===== src/rtl/cpu_pkg.sv =====
// Shared definitions for the simplified RISC CPU: widths, phase encoding, opcodes.
package cpu_pkg;

  localparam int CPU_ADDR_W = 13;
  localparam int CPU_DATA_W = 8;
  localparam int CPU_OPC_W  = 3;

  // Instruction phase encoding (4-bit binary)
  localparam logic [3:0] ST_IDLE = 4'd0;
  localparam logic [3:0] ST_P0   = 4'd1;
  localparam logic [3:0] ST_P1   = 4'd2;
  localparam logic [3:0] ST_P2   = 4'd3;
  localparam logic [3:0] ST_P3   = 4'd4;
  localparam logic [3:0] ST_P4   = 4'd5;
  localparam logic [3:0] ST_P5   = 4'd6;
  localparam logic [3:0] ST_P6   = 4'd7;
  localparam logic [3:0] ST_P7   = 4'd8;
  localparam logic [3:0] ST_HALT = 4'd9;

  // Opcodes carried in IR[15:13]
  localparam logic [2:0] OP_HLT = 3'd0;
  localparam logic [2:0] OP_SKZ = 3'd1;
  localparam logic [2:0] OP_ADD = 3'd2;
  localparam logic [2:0] OP_AND = 3'd3;
  localparam logic [2:0] OP_XOR = 3'd4;
  localparam logic [2:0] OP_LDA = 3'd5;
  localparam logic [2:0] OP_STO = 3'd6;
  localparam logic [2:0] OP_JMP = 3'd7;

endpackage


===== src/rtl/fetch_seq_if.sv =====
// Fetch-stage bus: ROM byte and controller requests in, strobes and addresses out.
interface fetch_seq_if #(
  parameter int ADDR_W = 13,
  parameter int DATA_W = 8,
  parameter int OPC_W  = 3
);
  logic              ena;
  logic [DATA_W-1:0] data_in;
  logic              jmp;
  logic              skip;
  logic              hlt;
  logic              fetch;
  logic              alu_ena;
  logic [ADDR_W-1:0] pc_addr;
  logic [ADDR_W-1:0] ir_addr;
  logic [OPC_W-1:0]  opcode;
  logic              instr_valid;
  logic              halted;

  // The fetch sequencer side
  modport master (
    input  ena, data_in, jmp, skip, hlt,
    output fetch, alu_ena, pc_addr, ir_addr, opcode, instr_valid, halted
  );

  // The surrounding CPU (address mux, controller, ROM) side
  modport slave (
    output ena, data_in, jmp, skip, hlt,
    input  fetch, alu_ena, pc_addr, ir_addr, opcode, instr_valid, halted
  );
endinterface


===== src/rtl/fetch_pc.sv =====
// Program counter: load beats +2 beats +1; all arithmetic wraps modulo 2^ADDR_W.
module fetch_pc #(
  parameter int ADDR_W = 13
) (
  input  logic              clk,
  input  logic              rst_n,
  input  logic              ena,
  input  logic              inc1,
  input  logic              inc2,
  input  logic              load,
  input  logic [ADDR_W-1:0] load_val,
  output logic [ADDR_W-1:0] pc
);

  // PC register, frozen whenever ena is low
  always_ff @(posedge clk or negedge rst_n) begin
    if (!rst_n) begin
      pc <= '0;
    end else if (ena) begin
      if (load)      pc <= load_val;
      else if (inc2) pc <= pc + ADDR_W'(2);
      else if (inc1) pc <= pc + ADDR_W'(1);
    end
  end

endmodule


===== src/rtl/fetch_seq.sv =====
// Fetch sequencer: 8-phase instruction cycle, IR assembly from two ROM bytes,
// and PC control. All outputs decode from registered state only.
module fetch_seq
  import cpu_pkg::*;
#(
  parameter int ADDR_W = CPU_ADDR_W,
  parameter int DATA_W = CPU_DATA_W,
  parameter int OPC_W  = CPU_OPC_W
) (
  input  logic       clk,
  input  logic       rst_n,
  fetch_seq_if.master bus
);

  logic [3:0]          state;
  logic [3:0]          state_nxt;
  logic [2*DATA_W-1:0] ir;
  logic [ADDR_W-1:0]   pc;
  logic                in_p7;
  logic                pc_inc1;
  logic                pc_inc2;
  logic                pc_load;

  // Next-phase decode; HALT is only left through reset
  always_comb begin
    state_nxt = state;
    case (state)
      ST_IDLE: state_nxt = ST_P0;
      ST_P0, ST_P1, ST_P2, ST_P3, ST_P4, ST_P5, ST_P6:
               state_nxt = state + 4'd1;
      ST_P7:   state_nxt = bus.hlt ? ST_HALT : ST_P0;
      ST_HALT: state_nxt = ST_HALT;
      default: state_nxt = ST_IDLE;
    endcase
  end

  // Phase register
  always_ff @(posedge clk or negedge rst_n) begin
    if (!rst_n)       state <= ST_IDLE;
    else if (bus.ena) state <= state_nxt;
  end

  // Instruction register: high byte captured leaving P1, low byte leaving P3
  always_ff @(posedge clk or negedge rst_n) begin
    if (!rst_n) begin
      ir <= '0;
    end else if (bus.ena) begin
      if (state == ST_P1)      ir[2*DATA_W-1:DATA_W] <= bus.data_in;
      else if (state == ST_P3) ir[DATA_W-1:0]        <= bus.data_in;
    end
  end

  // Controller requests only count at the P7 edge; jmp has priority over skip
  assign in_p7   = (state == ST_P7);
  assign pc_inc1 = (state == ST_P1) || (state == ST_P3);
  assign pc_load = in_p7 && bus.jmp;
  assign pc_inc2 = in_p7 && bus.skip && !bus.jmp;

  fetch_pc #(
    .ADDR_W (ADDR_W)
  ) u_pc (
    .clk      (clk),
    .rst_n    (rst_n),
    .ena      (bus.ena),
    .inc1     (pc_inc1),
    .inc2     (pc_inc2),
    .load     (pc_load),
    .load_val (ir[ADDR_W-1:0]),
    .pc       (pc)
  );

  assign bus.fetch       = state inside {ST_P0, ST_P1, ST_P2, ST_P3};
  assign bus.alu_ena     = (state == ST_P4);
  assign bus.instr_valid = state inside {ST_P4, ST_P5, ST_P6, ST_P7};
  assign bus.halted      = (state == ST_HALT);
  assign bus.pc_addr     = pc;
  assign bus.ir_addr     = ir[ADDR_W-1:0];
  assign bus.opcode      = ir[2*DATA_W-1 -: OPC_W];

endmodule


===== src/flat_wrapper.sv =====
// flat-port wrapper written by rule: the top's interface ports become plain ports
module fetch_seq_flat import cpu_pkg::*;
#(
  parameter int ADDR_W = CPU_ADDR_W,
  parameter int DATA_W = CPU_DATA_W,
  parameter int OPC_W  = CPU_OPC_W
)
  (clk, rst_n, bus_ena, bus_data_in, bus_jmp, bus_skip, bus_hlt, bus_fetch, bus_alu_ena, bus_pc_addr, bus_ir_addr, bus_opcode, bus_instr_valid, bus_halted);
  fetch_seq_if #(.ADDR_W(ADDR_W), .DATA_W(DATA_W), .OPC_W(OPC_W)) bus_i ();
  input  logic clk;
  input  logic rst_n;
  input wire logic [$bits(bus_i.ena)-1:0] bus_ena;
  input wire logic [$bits(bus_i.data_in)-1:0] bus_data_in;
  input wire logic [$bits(bus_i.jmp)-1:0] bus_jmp;
  input wire logic [$bits(bus_i.skip)-1:0] bus_skip;
  input wire logic [$bits(bus_i.hlt)-1:0] bus_hlt;
  output wire logic [$bits(bus_i.fetch)-1:0] bus_fetch;
  output wire logic [$bits(bus_i.alu_ena)-1:0] bus_alu_ena;
  output wire logic [$bits(bus_i.pc_addr)-1:0] bus_pc_addr;
  output wire logic [$bits(bus_i.ir_addr)-1:0] bus_ir_addr;
  output wire logic [$bits(bus_i.opcode)-1:0] bus_opcode;
  output wire logic [$bits(bus_i.instr_valid)-1:0] bus_instr_valid;
  output wire logic [$bits(bus_i.halted)-1:0] bus_halted;
  assign bus_i.ena = bus_ena;
  assign bus_i.data_in = bus_data_in;
  assign bus_i.jmp = bus_jmp;
  assign bus_i.skip = bus_skip;
  assign bus_i.hlt = bus_hlt;
  assign bus_fetch = bus_i.fetch;
  assign bus_alu_ena = bus_i.alu_ena;
  assign bus_pc_addr = bus_i.pc_addr;
  assign bus_ir_addr = bus_i.ir_addr;
  assign bus_opcode = bus_i.opcode;
  assign bus_instr_valid = bus_i.instr_valid;
  assign bus_halted = bus_i.halted;
  fetch_seq #(.ADDR_W(ADDR_W), .DATA_W(DATA_W), .OPC_W(OPC_W)) u_core (.clk(clk), .rst_n(rst_n), .bus(bus_i));
endmodule

===== config.mk =====
export PLATFORM = sky130hd
export DESIGN_NAME = fetch_seq_flat
export DESIGN_NICKNAME = d
export VERILOG_FILES = /design/src/rtl/cpu_pkg.sv /design/src/rtl/fetch_seq_if.sv /design/src/rtl/fetch_pc.sv /design/src/rtl/fetch_seq.sv /design/src/flat_wrapper.sv
export SDC_FILE = /design/constraint.sdc
export NUM_CORES = 1
export LEC_CHECK = 0
export ABC_AREA = 1
export BUFFER_PORTS_ARGS = -buffer_cell sky130_fd_sc_hd__buf_2
export CORE_MARGIN = 2
export CORE_UTILIZATION = 49
export CTS_CLUSTER_DIAMETER = 40
export DETAILED_ROUTE_END_ITERATION = 7
export PLACE_DENSITY = 0.78
export SKIP_CTS_REPAIR_TIMING = 1
export SYNTH_ARGS = -nofsm -noshare
export SYNTH_HDL_FRONTEND = slang
export SYNTH_HIERARCHICAL = 1
export SYNTH_SLANG_ARGS = --single-unit

===== constraint.sdc =====
create_clock -name clk -period 1.7 [get_ports clk]
set_clock_uncertainty 0.1 [all_clocks]
set_input_delay 0.34 -clock clk [delete_from_list [all_inputs] [get_ports clk]]
set_output_delay 0.34 -clock clk [all_outputs]
set_load 0.03 [all_outputs]

==> key figures <==
Status
  – Status: complete, but fails checks
  – Failing checks: hold timing, setup timing

Route
  – Routed wire length: 6.77 mm
  – DR WL/cell: 15.7 um
  – Initial DRC count: 241
  – Pre-antenna DRT Iters: 5
  – Vias per cell: 5.45
  – Routed vias: 2343
  – Remaining antenna violation count: 0
  – Residual DRC: 0

Critical path
  – Worst r2r dst: u_core/u_pc/pc[8]
  – R2R setup slack: -0.25 ns
  – Top fanout value on the critical path: 3
  – Crit. End Element: primary output
  – Worst r2r src: u_core/state[1]
  – Critical setup path kind: reg -> out
  – CP required: 1.26 ns
  – Worst setup SP type: register
  – R2R cell count: 13
  – CP arrival: 1.59 ns

Layout
  – Fillers: 308
  – Post-layout util: 0.730
  – Area Overhead vs Synth: 44.5%
  – Antenna Cells: 0
  – Fin cells: 430
  – Final Cell Area: 3130 um^2
  – Layout cells sized above 1: 0.450
  – Final nets: 398

Timing
  – Max transition margin: 0.703
  – Crit share post-route: 1.20
  – PnR worst setup slack: -0.335 ns
  – Slew Limit Fails: 0
  – Final hold slack: -0.0295 ns
  – Worst-margin pin slew: 0.445 ns
  – Fmax: 491 MHz
  – Unrepaired setup endpoints after global routing: yes
  – Final setup fails: 17
  – Final hold violations: 33
  – Minimum clock period: 2.03 ns

Global routing
  – Largest net degree at the start of global routing: 34
  – Global-route wire length before repair: 9.25 mm
  – Initial antenna violation count: 0
  – Gr usage total: 0.234
  – Total grt overflow: 0
  – Vias in the first global route: 2048

Worst hold path
  – HP Class: in -> async

Floorplanning
  – I/O pin cnt: 47
  – Starting Density: 0.505
  – Die span in x: 70.5 um
  – Die ar.: 4970 um^2
  – Die H: 70.5 um
  – Row cnt: 24
  – CORE AREA: 4290 um^2

Logic synthesis
  – Syn_area_per_cell: 7.48 um^2
  – Share of the synthesized area in the top cell type: 0.381
  – Synth area leader: dfrtp_1
  – Cells after synthesis: 290
  – Unique masters post-synth: 28
  – Mapped Nets: 311
  – Seq cells post-synth: 33
  – Mapped Area: 2170 um^2
  – Synth area leaders: dfrtp_1 (38%), nand2_1 (14%), inv_1 (7.4%), ha_1 (4.0%), nor2_1 (3.6%)
  – Sequential fraction of the synthesis area: 0.381
  – Syn. warnings: 6

Clocking
  – H-Tree Depth: 2
  – Cts bufs inserted: 5
  – Worst-Skew Late Latency: 0.29 ns
  – Clock Path Buffers: 2
  – Root buffer cell: clkbuf_8
  – CTS sink count: 33
  – CTS tree: built
  – Clock-pin slew on the worst setup and hold paths: 0.07 ns

Power and ir drop
  – PD cells: 1810 nW/um^2
  – Pwr Total: 5.67 mW
  – LEAKAGE: 1.64 nW
  – Peak supply drop: 1.32 mV

Placed design
  – DP Wirelength: 4.05 mm
  – Placed inst area: 2690 um^2
  – Port Buffers: 46
  – Post-Place Cells: 412
  – GP Congestion: 0.862
  – Setup WS pre-CTS: -0.242 ns

Flow run
  – Max-Cap Viols: 0
-- per-layer routing --
metal,track usage,up-vias,part of all wire
li1,-,1091,-
met1,0.317,1117,0.41
met2,0.370,116,0.51
met3,0.0519,19,0.061
met4,0.0833,0,0.025
met5,0,-,0
-- area by class of cell --
type                            count  area, um^2  area share
Multi-Input combinational cell    201        1340       0.428
Tap cell                           52        65.1      0.0208
Inverter                           47         189      0.0603
Sequential cell                    33         828       0.264
Clock inverter                      2        10.0     0.00319
Clock buffer                        6        72.6      0.0232
Timing Repair Buffer               89         628       0.200
-- cell usage in the layout (no fill, tap or decap), types with 2 or more instances in the layout --
cell type	count
nand2_1	73
buf_2	42
inv_1	37
buf_4	32
dfrtp_1	31
nor2_1	15
buf_6	14
o21ai_1	14
o21ai_2	11
o21ai_0	10
nand3_1	10
nor2_4	8
inv_2	7
nand2_4	7
a21oi_2	7
nand2_2	6
clkbuf_8	5
nor2_2	5
nand3_4	4
ha_4	4
a21oi_1	4
nand3_2	3
xor2_1	3
nand4_1	3
ha_1	3
clkinv_2	2
nand2_8	2
inv_4	2
dfrtp_2	2
nor3_2	2
-- registers in the layout, summed over array words and instances, names as in the netlist --
name,count
u_core/ir,16
u_core/state,4
u_core/u_pc/pc,13
-- critical path, cell delays in order (launching register included) --
cell	delay (ns)
dfrtp_2	0.43
buf_4	0.15
ha_4	0.16
nor2_4	0.11
nand2_2	0.09
a21oi_2	0.16
inv_1	0.06
buf_6	0.13
-- logic make-up (layout without fill, tap and decap cells) --
group | count (synthesis) | count (layout) | synth area share
and+or+nand+nor | 140 | 141 | 0.306
buffers and inverters | 57 | 144 | 0.124
AOI/OAI and AO/OA | 50 | 50 | 0.137
DFF | 33 | 33 | 0.381
adders and majority gates | 7 | 7 | 0.0404
xor gates and xnor gates | 3 | 3 | 0.0121
-- worst max-delay path by stage --
stage	startpoint	to	slack, ns	depth (start not counted)
2_1_floorplan	u_core/state[0]	u_core/u_pc/pc[9]	-0.04	12
3_3_place_gp	u_core/state[1]	u_core/u_pc/pc[8]	-0.16	12
3_5_place_dp	u_core/state[1]	u_core/u_pc/pc[8]	-0.24	12
4_1_cts	u_core/state[1]	bus_fetch	-0.44	8
5_1_grt	u_core/state[0]	bus_fetch	-0.41	7
6_report	u_core/state[1]	bus_fetch	-0.33	7
-- Yosys cell counts --
master and count:
o21ai_1 13, nand2_2 5, o31ai_1 1, nand3_2 3, inv_2 4, nor2_4 4, buf_6 6, nand3_1 14
nand4_1 3, nand2_4 3, nor2_1 21, a21oi_2 1, dfrtp_1 33, o21ai_0 13, nor2_2 3, a21oi_1 10
buf_2 2, inv_1 43, nand2_1 79, a31oi_1 1, o21ai_2 9, nand4_2 2, nor3_1 3, xor2_1 3
o21a_1 1, o211ai_1 1, ha_1 7, buf_4 2
-- per-stage QoR --
step / hold slack, ns / TNS (ns)
floorplan: -0.0556 / -0.148
global placement: 0.297 / -1.53
detailed placement: 0.300 / -2.52
CTS: -0.0139 / -4.07
global route: 0.0107 / -4.22
finish: -0.0295 / -2.90
-- power by group --
| group | internal (mW) | total, mW | leakage, nW | switching [mW] |
|---|---|---|---|---|
| sequential | 1.12 | 1.57 | 0.420 | 0.449 |
| clock | 0.284 | 0.586 | 0.0450 | 0.302 |
| combinational | 1.33 | 3.52 | 1.17 | 2.19 |
| total | 2.73 | 5.67 | 1.64 | 2.94 |
No activity file was read; power rests on OpenSTA's default activity.
